<file path="src/rtl/serial_sub_pkg.sv">
// rtl/serial_sub_pkg.sv - shared state encoding and defaults for the bit-serial subtractor
package serial_sub_pkg;

   localparam int DEFAULT_WIDTH = 8;

   typedef enum logic [1:0] {
      IDLE = 2'd0,
      RUN  = 2'd1,
      DONE = 2'd2
   } state_t;

endpackage

</file>
<file path="src/rtl/serial_subtractor_full_subtractor.sv">
// rtl/serial_subtractor_full_subtractor.sv - single-bit combinational full subtractor cell
module full_subtractor (
   input  logic x,
   input  logic y,
   input  logic bi,
   output logic d,
   output logic bo
);

   assign d  = x ^ y ^ bi;
   assign bo = (~x & y) | (~x & bi) | (y & bi);

endmodule

</file>
<file path="src/rtl/serial_subtractor.sv">
// rtl/serial_subtractor.sv - LSB-first bit-serial a-b-bin with valid/ready handshakes
// Optional SERIAL_SUB_SIGNED_OVF_EN adds a two's-complement overflow output.
module serial_subtractor
   import serial_sub_pkg::*;
#(
   parameter int WIDTH = DEFAULT_WIDTH
) (
   input  logic             clk,
   input  logic             rst_n,
   input  logic             in_valid,
   output logic             in_ready,
   input  logic [WIDTH-1:0] a,
   input  logic [WIDTH-1:0] b,
   input  logic             bin,
   output logic             out_valid,
   input  logic             out_ready,
   output logic [WIDTH-1:0] diff,
   output logic             bout
`ifdef SERIAL_SUB_SIGNED_OVF_EN
   ,output logic            ovf
`endif
);

   localparam int CW = (WIDTH > 1) ? $clog2(WIDTH) : 1;

   state_t           state, state_nxt;
   logic [CW-1:0]    cnt;
   logic [WIDTH-1:0] a_q, b_q, diff_nxt;
   logic             bor_q;
   logic             cell_d, cell_bo;
   logic             last_step;

   full_subtractor u_cell (
      .x  (a_q[0]),
      .y  (b_q[0]),
      .bi (bor_q),
      .d  (cell_d),
      .bo (cell_bo)
   );

   assign last_step = (state == RUN) && (cnt == CW'(WIDTH - 1));
   assign in_ready  = (state == IDLE);
   assign out_valid = (state == DONE);

   always_ff @(posedge clk or negedge rst_n) begin
      if (!rst_n) state <= IDLE;
      else        state <= state_nxt;
   end

   always_comb begin
      state_nxt = state;
      case (state)
         IDLE:    if (in_valid) state_nxt = RUN;
         RUN:     if (last_step) state_nxt = DONE;
         DONE:    if (out_ready) state_nxt = IDLE;
         default: state_nxt = IDLE;
      endcase
   end

   // New difference bit enters at the MSB so bit 0 lands in diff[0] after WIDTH steps.
   always_comb begin
      diff_nxt            = diff >> 1;
      diff_nxt[WIDTH-1]   = cell_d;
   end

   always_ff @(posedge clk or negedge rst_n) begin
      if (!rst_n) begin
         a_q   <= '0;
         b_q   <= '0;
         bor_q <= 1'b0;
         cnt   <= '0;
         diff  <= '0;
         bout  <= 1'b0;
      end else if (state == IDLE) begin
         if (in_valid) begin
            a_q   <= a;
            b_q   <= b;
            bor_q <= bin;
            cnt   <= '0;
         end
      end else if (state == RUN) begin
         a_q   <= a_q >> 1;
         b_q   <= b_q >> 1;
         bor_q <= cell_bo;
         cnt   <= cnt + CW'(1);
         diff  <= diff_nxt;
         if (last_step) bout <= cell_bo;
      end
   end

`ifdef SERIAL_SUB_SIGNED_OVF_EN
   // Borrow entering the MSB cell is the borrow flop during the last step.
   always_ff @(posedge clk or negedge rst_n) begin
      if (!rst_n)         ovf <= 1'b0;
      else if (last_step) ovf <= bor_q ^ cell_bo;
   end
`endif

endmodule

</file>
<file path="config.mk">
export PLATFORM = sky130hd
export DESIGN_NAME = serial_subtractor
export DESIGN_NICKNAME = d
export VERILOG_FILES = /design/src/rtl/serial_sub_pkg.sv /design/src/rtl/serial_subtractor_full_subtractor.sv /design/src/rtl/serial_subtractor.sv
export SDC_FILE = /design/constraint.sdc
export NUM_CORES = 1
export LEC_CHECK = 0
export BUFFER_PORTS_ARGS = -buffer_cell sky130_fd_sc_hd__buf_2
export CAP_MARGIN = 40
export CORE_ASPECT_RATIO = 1.75
export CORE_UTILIZATION = 25
export CTS_BUF_LIST = sky130_fd_sc_hd__clkbuf_16
export CTS_CLUSTER_DIAMETER = 40
export DETAILED_ROUTE_END_ITERATION = 7
export SYNTH_ARGS = -nofsm -noshare
export SYNTH_HDL_FRONTEND = slang
export SYNTH_SLANG_ARGS = --single-unit
</file>
<file path="constraint.sdc">
create_clock -name clk -period 1.4 [get_ports clk]
set_clock_uncertainty 0.2 [all_clocks]
set_input_delay 0.28 -clock clk [delete_from_list [all_inputs] [get_ports clk]]
set_output_delay 0.28 -clock clk [all_outputs]
set_load 0.005 [all_outputs]
</file>
==> impl_results.md <==
- Count leader, synth: dfrtp_1
- Vias in the first global route: approximately 1200
- Nets: between 200 and 250
- Drt first pass iters: 4
- First-pass GRT wire length: 5790 um
- Max cap viols: 0
- Synth cell types: 24
- Async S/R FF share, synth: 100%
- Seq/Total Area, Yosys: 54.5%
- Tot Pwr: approximately 4600 uW
- Hold Crit Class: in2reg
- Worst path required time: a little over 0.9 ns
- Initial antenna violation count: 0
- # fillers: ~570
- Tmin final: between 1.5 and 2 ns
- Area Overhead vs Synth: 42.9%
- Crit path capture type: output port
- Aggregate global routing overflow: 0
- Fmax: 649 MHz
- CORE AREA: about 0.0055 mm^2
- Hold Fails Final Rpt: 0
- Top post-synthesis cells by area: dfrtp_1 55%, o22ai_1 11%, nand2_1 6.6%, a21oi_1 4.9%, buf_6 2.4%
- Slew margin rel.: between 80% and 90%
- YS warnings: 0
- #FFs+latches synth: 31
- Synth cell count leaders: 31 x dfrtp_1, 26 x o22ai_1, 25 x nand2_1, 14 x a21oi_1
- DP HPWL: 2370 um
- DRT iter0 DRCs: 45
- Final core utilization: roughly 37%
- Via Count: around 1200
- Gate Count Post-Synth: 140
- Status: complete, but fails checks
- Min Hold Slack: 0.0371 ns
- Die W: between 50 and 60 um
- Final wirelength: 3430 um
- CTS sink count: 31
- Antenna cells: 0
- Remaining DRCs: 0
- CTS clk-pin slew, worst paths: 0.05 ns
- CTS buffer count: 5
- WL/cell: approximately 13 um
- CP arrival: 1.06 ns
- Buffers added on ports: 31
- Die area: 0.00601 mm^2
- Area share of the largest cell type after synthesis: between 50% and 60%
- Setup crit start kind: register
- Final Max Tran Viols: 0
- Ports: 32
- Cell row count: 36
- Largest net degree at the start of global routing: 32
- RSZ-0062 raised after global routing: true
- Starting Density: approximately 26%
- Setup WS post-layout: -0.141 ns
- Post-synth EDFFs: 0
- Synth Net Count: 164
- Clock latency reported for the late side of the worst-skew pair: roughly 0.27 ns
- Syn_area_per_cell: a little over 10 um^2
- Die height: between 100 and 150 um
- Share of layout cells above drive strength 1: roughly 41%
- CTS H-tree lvls: 2
- Vias per inst: roughly 4.6
- Post-route ant nets: 0
- Measured slew at the worst slew-check pin: ~0.23 ns
- Ys flop type: dfrtp_1
- Power per cell area: 2270 mW/mm^2
- Clock buffer depth: 2
- Tot GR Track Use: about an eighth
- Root Driver: clkbuf_16
- Synthesized area: 0.00142 mm^2
- CTS tree: yes
- Tcrit/Tclk final: 110%
- WS Path Type: reg2out
- Final TNS setup: -0.291 ns
- Cell taking the most area after synthesis: dfrtp_1
- Failing checks: setup timing
- Leakage: 0.000956 uW
- Final Wtd Congestion: between 0.7 and 0.8
- Maximum fanout along the worst path: 5
- Endpoints failing setup: 5
- Pre-CTS WS: -0.0514 ns
- Max rail drop VDD: 1.03 mV
## timing repair
| item | CTS | global route |
|---|---|---|
| gates resized for setup | 6 | 13 |
| endpoints found under the setup margin | 3 | 22 |
| gates cloned | 0 | 0 |
| endpoints found under the hold margin | 32 | 0 |
| pin swaps | 0 | 4 |
| buffers inserted | 3 | 4 |
| hold buffers | 2 | 0 |
## cells in the final DEF (no fill, tap or decap), types with 3 or more instances in the layout
master / netlist / layout
buf_4: 3 / 20
o21ai_1: 2 / 4
o22ai_1: 26 / 25
o21ai_0: 5 / 3
buf_2: 4 / 31
clkbuf_16: 0 / 5
nand2_1: 25 / 25
a21oi_1: 14 / 14
inv_1: 3 / 4
dfrtp_1: 31 / 30
buf_6: 3 / 4
## layout make-up
type                            instances  area [um^2]  area share, %
Inverter                                3         11.3          0.554
Clock inverter                          1         3.75          0.185
Tap cell                               76         95.1           4.68
Sequential cell                        31          777           38.2
Clock buffer                            5          125           6.15
Multi-Input combinational cell         95          611           30.0
Timing Repair Buffer                   59          410           20.2
## cells by family (layout without fill, tap and decap cells)
| family | Yosys count | after routing | share of synthesized area [%] |
|---|---|---|---|
| adders and majority gates | 3 | 3 | 3.17 |
| buffers and inverters | 14 | 68 | 6.42 |
| DFF | 31 | 31 | 54.5 |
| AOI/OAI and AO/OA | 52 | 52 | 22.3 |
| and+or+nand+nor | 39 | 39 | 12.5 |
| muxes | 1 | 1 | 1.06 |
## per-layer routing
metal,global-route usage [%],routed length (um)
met5,0,0
met4,5.49,48
met3,3.45,161
met2,21.3,1780
met1,15.8,1430
## worst max-delay path: stages, from the launching register on
cell     delay, ns
dfrtp_2       0.43
buf_6         0.14
nor2_4        0.10
buf_2         0.12
## sequential cells by signal, indices dropped and copies added, names as in the netlist
register / count
diff: 8
bor_q: 1
a_q: 8
b_q: 8
bout: 1
cnt: 3
state: 2
## power breakdown
part           switching, uW  internal (uW)  total [uW]
clock                    342            629         971
combinational            909           1120        2030
sequential               300           1320        1620
## metrics by stage
| step | cell area [um^2] | cells |
|---|---|---|
| 2_1_floorplan | 1430 | 140 |
| 3_3_place_gp | 1750 | 255 |
| 5_1_grt | 2030 | 270 |
| 4_1_cts | 1950 | 266 |
| 3_5_place_dp | 1750 | 255 |
| 6_report | 2030 | 270 |
## worst paths after layout
| path | start | to | slack, ns | cells after the start |
|---|---|---|---|---|
| worst max-delay path | state[1] | in_ready | -0.14 | 3 |
| min in group asynchronous | rst_n | diff[0] | 0.29 | 3 |
| worst min-delay path | a[7] | a_q[7] | 0.04 | 3 |
| worst max register to register | cnt[1] | bout | -0.02 | 4 |
| worst min register to register | diff[0] | diff[0] | 0.27 | 2 |
| max in group asynchronous | rst_n | state[1] | 0.52 | 3 |
(Power assumes the default switching activity.)
